[src/rtl/emm_ddr_32to8.sv]
// -----------------------------------------------------------------------------
// emm_ddr_32to8
//
// Word-to-byte serializer for the DDR read path. 33-bit words (bit 32 = SOP,
// bits 31:0 = data, first byte in [31:24]) are buffered in a small FIFO and
// shifted out one byte per cycle as a 9-bit stream (bit 8 = SOP, bits 7:0 =
// data). The output has no backpressure.
//
// Ports:
//   clk         system clock, rising edge
//   rst         asynchronous, active-low reset
//   din_en      word valid, accepted only while din_rdy=1
//   din         [32]=SOP, [31:0]=data, big-endian byte order
//   din_last    word is the last of a packet
//   din_nbytes  valid bytes in a last word (0 means 4)
//   din_rdy     FIFO not full
//   dout_en     byte valid
//   dout        [8]=SOP, [7:0]=byte; 0 whenever dout_en=0
//   pkt_cnt     packets fully emitted, wraps
//   ovf_err     sticky: din_en seen while din_rdy=0
//
// Parameters:
//   FIFO_DEPTH  input word FIFO entries (power of 2, >= 2)
//   GAP_CYCLES  idle cycles after each packet end (>= 1, PKT_GAP_EN only)
//
// Build option:
//   PKT_GAP_EN  when defined, GAP_CYCLES idle cycles follow the final byte of
//               every packet, even if more words are waiting.
// -----------------------------------------------------------------------------
module emm_ddr_32to8 #(
    parameter int FIFO_DEPTH = 4,
    parameter int GAP_CYCLES = 2
) (
    input  logic        clk,
    input  logic        rst,
    input  logic        din_en,
    input  logic [32:0] din,
    input  logic        din_last,
    input  logic [1:0]  din_nbytes,
    output logic        din_rdy,
    output logic        dout_en,
    output logic [8:0]  dout,
    output logic [15:0] pkt_cnt,
    output logic        ovf_err
);

    localparam int AW = (FIFO_DEPTH > 1) ? $clog2(FIFO_DEPTH) : 1;
    localparam int CW = AW + 1;
    localparam logic [CW-1:0] FULL_CNT = CW'(FIFO_DEPTH);

`ifdef PKT_GAP_EN
    localparam int GW = (GAP_CYCLES > 1) ? $clog2(GAP_CYCLES) : 1;
    localparam logic [GW-1:0] GAP_LAST = GW'(GAP_CYCLES - 1);
`endif

    typedef enum logic [1:0] {
        IDLE,
        SHIFT
`ifdef PKT_GAP_EN
        , GAP
`endif
    } state_t;

    // ------------------------------------------------------------------
    // Input FIFO: entry = {last, nbytes[1:0], sop, data[31:0]}
    // ------------------------------------------------------------------
    logic [35:0]   mem [FIFO_DEPTH];
    logic [AW-1:0] wr_ptr;
    logic [AW-1:0] rd_ptr;
    logic [CW-1:0] count;
    logic          push;
    logic          pop;
    logic          fifo_empty;
    logic [35:0]   head;

    // Full is judged on the registered count alone, so a pop in the same
    // cycle never lets a push through a full FIFO.
    assign din_rdy    = (count != FULL_CNT);
    assign fifo_empty = (count == '0);
    assign push       = din_en & din_rdy;
    assign head       = mem[rd_ptr];

    // Storage needs no reset; the pointers define what is valid.
    always_ff @(posedge clk) begin
        if (push) begin
            mem[wr_ptr] <= {din_last, din_nbytes, din};
        end
    end

    // Pointers, occupancy and the sticky overflow flag.
    always_ff @(posedge clk or negedge rst) begin
        if (!rst) begin
            wr_ptr  <= '0;
            rd_ptr  <= '0;
            count   <= '0;
            ovf_err <= 1'b0;
        end else begin
            if (push) begin
                wr_ptr <= wr_ptr + AW'(1);
            end
            if (pop) begin
                rd_ptr <= rd_ptr + AW'(1);
            end
            case ({push, pop})
                2'b10:   count <= count + CW'(1);
                2'b01:   count <= count - CW'(1);
                default: count <= count;
            endcase
            if (din_en && !din_rdy) begin
                ovf_err <= 1'b1;
            end
        end
    end

    // ------------------------------------------------------------------
    // Serializer FSM and shift register
    // ------------------------------------------------------------------
    state_t      state;
    state_t      state_nxt;
    logic [31:0] sreg;
    logic [31:0] sreg_nxt;
    logic [1:0]  idx;
    logic [1:0]  idx_nxt;
    logic        sop_r;
    logic        sop_nxt;
    logic        last_r;
    logic        last_nxt;
    logic [1:0]  nbytes_r;
    logic [1:0]  nbytes_nxt;
    logic        dout_en_nxt;
    logic [8:0]  dout_nxt;
    logic [15:0] pkt_cnt_nxt;
    logic [1:0]  final_idx;

`ifdef PKT_GAP_EN
    logic [GW-1:0] gap_cnt;
    logic [GW-1:0] gap_cnt_nxt;
`endif

    // Index of the last byte to emit from the current word.
    assign final_idx = (last_r && (nbytes_r != 2'd0)) ? (nbytes_r - 2'd1) : 2'd3;

    // All registers, including the output byte, advance together here.
    always_ff @(posedge clk or negedge rst) begin
        if (!rst) begin
            state    <= IDLE;
            sreg     <= '0;
            idx      <= '0;
            sop_r    <= 1'b0;
            last_r   <= 1'b0;
            nbytes_r <= '0;
            dout_en  <= 1'b0;
            dout     <= '0;
            pkt_cnt  <= '0;
`ifdef PKT_GAP_EN
            gap_cnt  <= '0;
`endif
        end else begin
            state    <= state_nxt;
            sreg     <= sreg_nxt;
            idx      <= idx_nxt;
            sop_r    <= sop_nxt;
            last_r   <= last_nxt;
            nbytes_r <= nbytes_nxt;
            dout_en  <= dout_en_nxt;
            dout     <= dout_nxt;
            pkt_cnt  <= pkt_cnt_nxt;
`ifdef PKT_GAP_EN
            gap_cnt  <= gap_cnt_nxt;
`endif
        end
    end

    // Next-state and datapath decode. Loading a new word always happens
    // together with a pop, so the head entry is copied into the shift
    // register and its framing fields are latched in one place per branch.
    always_comb begin
        state_nxt   = state;
        pop         = 1'b0;
        sreg_nxt    = sreg;
        idx_nxt     = idx;
        sop_nxt     = sop_r;
        last_nxt    = last_r;
        nbytes_nxt  = nbytes_r;
        dout_en_nxt = 1'b0;
        dout_nxt    = '0;
        pkt_cnt_nxt = pkt_cnt;
`ifdef PKT_GAP_EN
        gap_cnt_nxt = gap_cnt;
`endif

        case (state)
            IDLE: begin
                if (!fifo_empty) begin
                    pop        = 1'b1;
                    sreg_nxt   = head[31:0];
                    sop_nxt    = head[32];
                    nbytes_nxt = head[34:33];
                    last_nxt   = head[35];
                    idx_nxt    = '0;
                    state_nxt  = SHIFT;
                end
            end

            SHIFT: begin
                dout_en_nxt = 1'b1;
                dout_nxt    = {sop_r & (idx == 2'd0), sreg[31:24]};
                sreg_nxt    = {sreg[23:0], 8'h00};
                idx_nxt     = idx + 2'd1;
                if (idx == final_idx) begin
                    if (last_r) begin
                        pkt_cnt_nxt = pkt_cnt + 16'd1;
                    end
`ifdef PKT_GAP_EN
                    if (last_r) begin
                        gap_cnt_nxt = '0;
                        state_nxt   = GAP;
                    end else
`endif
                    if (!fifo_empty) begin
                        // Back-to-back load: the next word's first byte
                        // follows this final byte with no bubble.
                        pop        = 1'b1;
                        sreg_nxt   = head[31:0];
                        sop_nxt    = head[32];
                        nbytes_nxt = head[34:33];
                        last_nxt   = head[35];
                        idx_nxt    = '0;
                    end else begin
                        state_nxt = IDLE;
                    end
                end
            end

`ifdef PKT_GAP_EN
            GAP: begin
                gap_cnt_nxt = gap_cnt + GW'(1);
                if (gap_cnt == GAP_LAST) begin
                    // Loading on the last gap cycle keeps the idle run at
                    // exactly GAP_CYCLES instead of adding an IDLE cycle.
                    if (!fifo_empty) begin
                        pop        = 1'b1;
                        sreg_nxt   = head[31:0];
                        sop_nxt    = head[32];
                        nbytes_nxt = head[34:33];
                        last_nxt   = head[35];
                        idx_nxt    = '0;
                        state_nxt  = SHIFT;
                    end else begin
                        state_nxt = IDLE;
                    end
                end
            end
`endif

            default: begin
                state_nxt = IDLE;
            end
        endcase
    end

endmodule

[config.mk]
export PLATFORM = sky130hd
export DESIGN_NAME = emm_ddr_32to8
export DESIGN_NICKNAME = d
export VERILOG_FILES = /design/src/rtl/emm_ddr_32to8.sv
export SDC_FILE = /design/constraint.sdc
export NUM_CORES = 1
export LEC_CHECK = 0
export ABC_AREA = 1
export CAP_MARGIN = 25
export CORE_UTILIZATION = 50
export DETAILED_ROUTE_END_ITERATION = 10
export GPL_TIMING_DRIVEN = 0
export HOLD_SLACK_MARGIN = 0.1
export PLACE_DENSITY = 0.76
export SYNTH_ARGS = -nofsm -noshare
export SYNTH_HDL_FRONTEND = slang
export SYNTH_SLANG_ARGS = --single-unit
[constraint.sdc]
create_clock -name clk -period 3.3 [get_ports clk]
set_input_delay 0.495 -clock clk [delete_from_list [all_inputs] [get_ports clk]]
set_output_delay 0.495 -clock clk [all_outputs]
set_load 0.02 [all_outputs]
==> reports/results.tsv, run 1 <==
metric	value	unit
run status	finished, final reports clean	
Worst slew margin	39.4	%
Ports	67	
Post-CTS Setup Bufs	0	
n_diodes	0	
DRT Pass-1 Iters	5	
CTS buffer count	23	
post-DP HPWL	12500	microns
top_reg_cell synth	edfxtp_1	
Finished Cell Area	10800	sq um
FF+latch area	6150	sq um
worst path required time	3.68	ns
VDD IR max	550	uV
CP Capture Type	register	
CTS sink count	217	
Critical Path Source Type	register	
sequential fraction of the synthesis area	68.2	%
slowest cell on the critical path	dfrtp_1	
# nets final	993	
CTS clk-pin slew, worst paths	0.06	ns
core box area	17500	sq um
Max Clock Freq	372	MHz
H-tree levels	1	
post-synth net total	898	
initial antenna violation count	0	
crit-path cells	inv_1 > ha_1 > nand3_1 > nand2_1 > nand3_2 > nand2_4 > nand2_4 > buf_6 > clkinv_4 > ha_1 > inv_1 > fa_1 > a21oi_1 > o21ai_0 > xor2_1	
RSZ-0062 raised after global routing	no	
number of global-route vias before repair	6054	
R2R setup slack	0.61	ns
min-delay worst type	input pin to asynchronous set/reset pin	
layout cell share with drive strength beyond 1	7.90	%
max cap viols	0	
Die Ht	136	microns
PwrDens	920	nW/um^2
crit path from	nbytes_r[0]$_DFFE_PN0P_	
DRT antenna net count	0	
final slew viol count	0	
Internal	6.31	mW
via count	6310	
DR WL/cell	16.4	microns
worst-margin pin slew	0.909	ns
clk_lat worst skew	0.51	ns
EDFF count, synth	144	
vias per cell	5.32	
Yosys top cell by area	edfxtp_1	
crit path time final	2.69	ns
Resize count post-CTS	0	
gr ovfl total	0	
worst-case reg-to-reg path depth	15	
global-route wire length before repair	31000	microns
Setup Skew	0.0216	ns
Total Wirelength	19500	microns
Iter 0 DRT Violations	591	
yosys warns	0	
Die Wd	136	microns
maximum buffer depth of the clock tree	3	
crit path kind	register to register	
P_sw	3.64	mW
Critical Path AT	3.06	ns
Mapped Cells	850	
Final Power	9.94	mW
Gate power share	35.7	%
Sw Share	36.6	%
Leak Pwr	4.48	nW
pin count of the biggest net entering global routing	74	
clock network fraction of total power	25.1	%
Post-CTS Hold Fix Bufs	0	
Residual DRC	0	
Tot GR Track Use	22.1	%
Tcrit/Tclk final	81.5	%
area of the multi-input gates	2520	sq um
Hold Violations, Final	0	
reg2reg start	nbytes_r[0]$_DFFE_PN0P_	
Worst path max stage delay	0.40	ns
num rows	48	
clk root buf	clkbuf_16	
top post-synthesis cells by count	330 x nand2_1, 144 x edfxtp_1, 83 x nand3_1, 73 x dfrtp_1	
PortBufs	66	
Cell Area, Placed	10100	sq um
DP Cell Count	1145	
Finished Layout Cells	1187	
Flop pwr share	39.2	%
Die ar.	18600	sq um
Area contributors post-synth	edfxtp_1 48%, dfrtp_1 20%, nand2_1 14%, nand3_1 4.6%, o21ai_0 2.2%	
CTS tree	done	
Syn Area/Cell	10.6	sq um
Setup violations, final	0	
Critical R2R Capture	count[2]$_DFFE_PN0P_	
CP Max Fanout	10	
Distinct cells, synth	32	
FF+latch count, synth	217	
Synth top area share	47.9	%
setup_tns	0	ns
GP Congestion	0.874	
Synth Cell Area	9020	sq um
FILL cells	1352	
P&R area growth vs syn	19.8	%
async set-reset flop share out of synthesis	33.6	%
most frequent cell after synthesis	nand2_1	
initial core utilization	51.6	%
post-layout util	61.8	%
## how the worst max path moves through the flow
stage	to	slack, ns	cells after the start
2_1_floorplan	mem[0][0]$_DFFE_PP_	0.51	4
5_1_grt	count[2]$_DFFE_PN0P_	0.40	15
3_3_place_gp	mem[3][17]$_DFFE_PP_	-1.15	3
6_report	count[2]$_DFFE_PN0P_	0.61	15
4_1_cts	count[2]$_DFFE_PN0P_	0.62	15
3_5_place_dp	count[2]$_DFFE_PN0P_	0.63	15
## power groups by stage
stage	logic, mW	registers, mW	clock network [mW]
after floorplan	2.24	3.99	0
after global placement	3.33	3.96	0
after detailed placement	3.52	3.94	0
after CTS	3.54	3.90	2.54
after global routing	3.97	3.95	2.66
final	3.55	3.90	2.50
## per-stage QoR
| stage | hold WS (ns) | setup WS [ns] |
|---|---|---|
| global route | 0.212 | 0.402 |
| CTS | 0.148 | 0.616 |
| finish | 0.131 | 0.610 |
| global placement | 0.369 | -1.15 |
| detailed placement | 0.364 | 0.631 |
| floorplan | 0.199 | 0.507 |
## cells in the final DEF (no fill, tap or decap), types with 2 or more instances in the layout
master,instances
xor2_1,3
bufinv_16,2
clkbuf_8,2
nand2_4,2
o22ai_1,4
o22a_1,8
ha_1,8
clkbuf_16,23
nand4_1,7
nand2_1,330
buf_6,5
inv_1,39
clkinv_1,6
nor3_1,3
dfrtp_1,73
nand3_1,83
clkbuf_1,18
clkinv_2,5
o21ai_1,9
a21oi_1,2
edfxtp_1,144
clkdlybuf4s50_1,65
buf_2,16
xnor2_1,7
buf_12,4
nor2_1,35
nor2_4,5
buf_4,4
o21ai_0,39
## logic make-up (layout without fill, tap and decap cells)
family                   count (synthesis)  after routing  synth area share [%]
AND/OR/NAND/NOR                        470            470                  21.4
adder cells (fa/ha/maj)                  9              9                  1.33
buffers and inverters                   81            193                  4.19
XOR/XNOR                                10             10                 0.971
AO/OA/AOI/OAI                           63             63                  3.93
flip-flops                             217            217                  68.2
## final cells by class
cell class / instances / share of cell area (%)
multi-input combinational: 552 / 23.3
clock inverter: 14 / 1.11
timing repair buffer: 70 / 6.83
buffer: 39 / 1.99
sequential: 217 / 56.9
inverter: 42 / 1.51
clock buffer: 28 / 5.69
tap: 225 / 2.61
## per-layer routing
metal  track usage, %  up-vias  part of all wire (%)  wire, microns
li1                 -     3031                     -              -
met1             29.9     3008                    43           8430
met2             36.5      235                    47           9230
met3             3.13       36                   6.6           1280
met4             7.35        0                   2.7            518
met5                0        -                     0              0
## registers in the layout, summed over array words and instances (netlist names), 2 cells and up
register  count
count         3
idx           2
dout          9
sreg         32
nbytes_r      2
pkt_cnt      16
wr_ptr        2
mem         144
rd_ptr        2
## critical path, delay by kind of cell (launching register included)
family	cells	cell delay, ns
DFF	1	0.40
adders and majority gates	3	0.81
AOI/OAI and AO/OA	2	0.26
xor gates and xnor gates	1	0.15
and+or+nand+nor	5	0.59
buffers and inverters	4	0.35
No activity file was read; power rests on OpenSTA's default activity.
==> run 2: changes to the inputs <==
PLACE_DENSITY = 0.78   (was 0.76)
clock period = 2.2 ns   (was 3.3 ns; I/O delays follow)
==> reports/results.tsv, run 2 (synthesis gave the netlist of run 1 again) <==
metric	value	unit	change
# nets final	1008		+1.5%
CTS buffer count	23		unchanged
DP Cell Count	1145		unchanged
final slew viol count	0		unchanged
setup ws final	-0.00730	ns	-0.618 ns
Fin Hold WS	0.387	ns	+0.257 ns
clk_lat worst skew	0.51	ns	about the same
Worst slew margin	39.3	%	-0.18 points
crit path time final	2.21	ns	-0.482 ns
initial core utilization	51.6	%	unchanged
reg2reg start	nbytes_r[1]$_DFFE_PN0P_		
worst hold path stage count	0		
worst hold start	state[0]$_DFFE_PN0P_		
CTS sink count	217		unchanged
FILL cells	1305		-3.5%
gr ovfl total	0		unchanged
failing checks	negative setup slack		
Finished Layout Cells	1202		+1.3%
FF+latch area	6150	sq um	unchanged
Tot GR Track Use	22.5	%	+0.44 points
Die Wd	136	microns	unchanged
n_diodes	0		unchanged
DRT antenna net count	0		unchanged
Die Ht	136	microns	unchanged
RSZ-0062 raised after global routing	yes		
GP Congestion	0.896		+2.5%
CP Max Fanout	3		-7
most common cell after layout, fill and taps aside	nand2_1		
worst-case reg-to-reg path depth	14		-1
number of global-route vias before repair	6425		+6.1%
Total Wirelength	19800	microns	+1.7%
CTS tree	done		
Largest regs	mem: 144 flops, sreg: 32 flops, pkt_cnt: 16 flops		
most flop-heavy register	mem		
P_sw	5.63	mW	+55%
crit-path cells	inv_2 > ha_4 > nand3_2 > nand2_2 > nand3_4 > nand2_4 > nand2_8 > clkinv_4 > ha_4 > inv_2 > fa_2 > a21oi_2 > o21ai_2 > xor2_1		
vias per cell	5.33		+0.30%
post-DP HPWL	12700	microns	+2.2%
core box area	17500	sq um	unchanged
DR WL/cell	16.5	microns	+0.41%
met2 routed WL	9830	microns	+6.5%
DRT Pass-1 Iters	5		unchanged
Final Power	15.4	mW	+55%
Setup Skew	0.0117	ns	-0.00991 ns
global-route wire length before repair	32000	microns	+3.1%
area of the multi-input gates	2590	sq um	+2.9%
Metal-1 WL	8080	microns	-4.2%
Residual DRC	0		unchanged
PortBufs	66		unchanged
Critical Path Source Type	register		
initial antenna violation count	0		unchanged
DR top layer	met4		
min-delay worst type	register to register		
P&R area growth vs syn	22.1	%	
Die ar.	18600	sq um	unchanged
Leak Pwr	4.56	nW	+1.7%
CTS clk-pin slew, worst paths	0.06	ns	about the same
post-layout util	63.0	%	+1.2 points
worst path required time	2.58	ns	-1.10 ns
max cap viols	0		unchanged
run status	finished with violations		
Gate power share	37.7	%	+2.0 points
Hold Path Sink	dout_en$_DFF_PN0_		
met3 routed WL	1390	microns	+8.7%
Place WS	-0.350	ns	-0.982 ns
VDD IR max	925	uV	+68%
H-tree levels	1		unchanged
Hold Violations, Final	0		unchanged
setup_tns	-0.00730	ns	-0.00730 ns
Critical Path AT	2.59	ns	-0.47 ns
Max Clock Freq	453	MHz	+22%
Iter 0 DRT Violations	614		+3.9%
layout cell share with drive strength beyond 1	10.5	%	+2.6 points
Cell Area, Placed	10100	sq um	about the same
clk root buf	clkbuf_16		
slowest cell on the critical path	dfrtp_1		
clock network fraction of total power	24.3	%	-0.8 points
Ports	67		unchanged
Internal	9.76	mW	+55%
Finished Cell Area	11000	sq um	+1.9%
commonest non-fill, non-tap cells in the layout	328 x nand2_1, 144 x edfxtp_1, 82 x nand3_1		
num rows	48		unchanged
R2R setup slack	-0.007	ns	-0.62 ns
PwrDens	1400	nW/um^2	+52%
worst-margin pin slew	0.911	ns	+0.00263 ns
Worst path max stage delay	0.35	ns	-0.05 ns
Sw Share	36.6	%	about the same
Critical R2R Capture	count[2]$_DFFE_PN0P_		
crit path kind	register to register		
Flop pwr share	38.0	%	-1.2 points
pin count of the biggest net entering global routing	74		unchanged
Tcrit/Tclk final	100	%	+19 points
Setup violations, final	1		+1
Largest register FFs	144		unchanged
CP Capture Type	register		
maximum buffer depth of the clock tree	3		unchanged
via count	6409		+1.6%
## run 2: power groups by stage
stage                     combinational, mW  clock (mW)  sequential (mW)
after CTS                              5.61        3.80             5.84
after global placement                 5.00           0             5.94
after global routing                   6.47        3.96             5.94
after detailed placement               5.31           0             5.91
after floorplan                        3.37           0             5.98
final                                  5.80        3.75             5.85
## run 2: area by class of cell
| cell class | count | area share [%] |
|---|---|---|
| flip-flops and latches | 217 | 55.9 |
| multi-input cells | 552 | 23.6 |
| repair buffers | 86 | 7.95 |
| clock buffers | 35 | 6.10 |
| well taps | 225 | 2.56 |
| plain buffers | 38 | 1.91 |
| inverters | 42 | 1.48 |
| clock inverters | 7 | 0.591 |
## run 2: critical path: cells and delay by family, from the launching register on
| kind | cells | cell delay (ns) |
|---|---|---|
| flip-flops | 1 | 0.35 |
| adder cells (fa/ha/maj) | 3 | 0.74 |
| AND/OR/NAND/NOR | 5 | 0.48 |
| XOR/XNOR | 1 | 0.14 |
| AO/OA/AOI/OAI | 2 | 0.21 |
| buffers and inverters | 3 | 0.17 |
## run 2: layer usage
layer | up-vias | track usage, %
li1 | 3062 | -
met1 | 3065 | 29.0
met2 | 244 | 38.4
met3 | 38 | 4.29
met4 | 0 | 6.91
met5 | - | 0
## run 2: timing repair
| item | CTS | global route |
|---|---|---|
| pin swaps | 5 | 8 |
| cloned | 1 | 0 |
| resized for setup | 5 | 19 |
| endpoints found under the hold margin | 73 | 0 |
| setup buffers | 14 | 3 |
| hold buffers | 1 | 0 |
| setup endpoints to repair | 2 | 13 |
## run 2: how the worst max path moves through the flow
| stage | from | to | slack [ns] | cells after the start |
|---|---|---|---|---|
| floorplan | count[0]$_DFFE_PN0P_ | mem[0][0]$_DFFE_PP_ | -0.59 | 4 |
| CTS | nbytes_r[0]$_DFFE_PN0P_ | count[2]$_DFFE_PN0P_ | -0.04 | 14 |
| finish | nbytes_r[1]$_DFFE_PN0P_ | count[2]$_DFFE_PN0P_ | -0.007 | 14 |
| detailed placement | nbytes_r[0]$_DFFE_PN0P_ | count[2]$_DFFE_PN0P_ | -0.35 | 15 |
| global route | nbytes_r[1]$_DFFE_PN0P_ | count[2]$_DFFE_PN0P_ | -0.12 | 14 |
| global placement | din_en | mem[3][17]$_DFFE_PP_ | -2.03 | 3 |
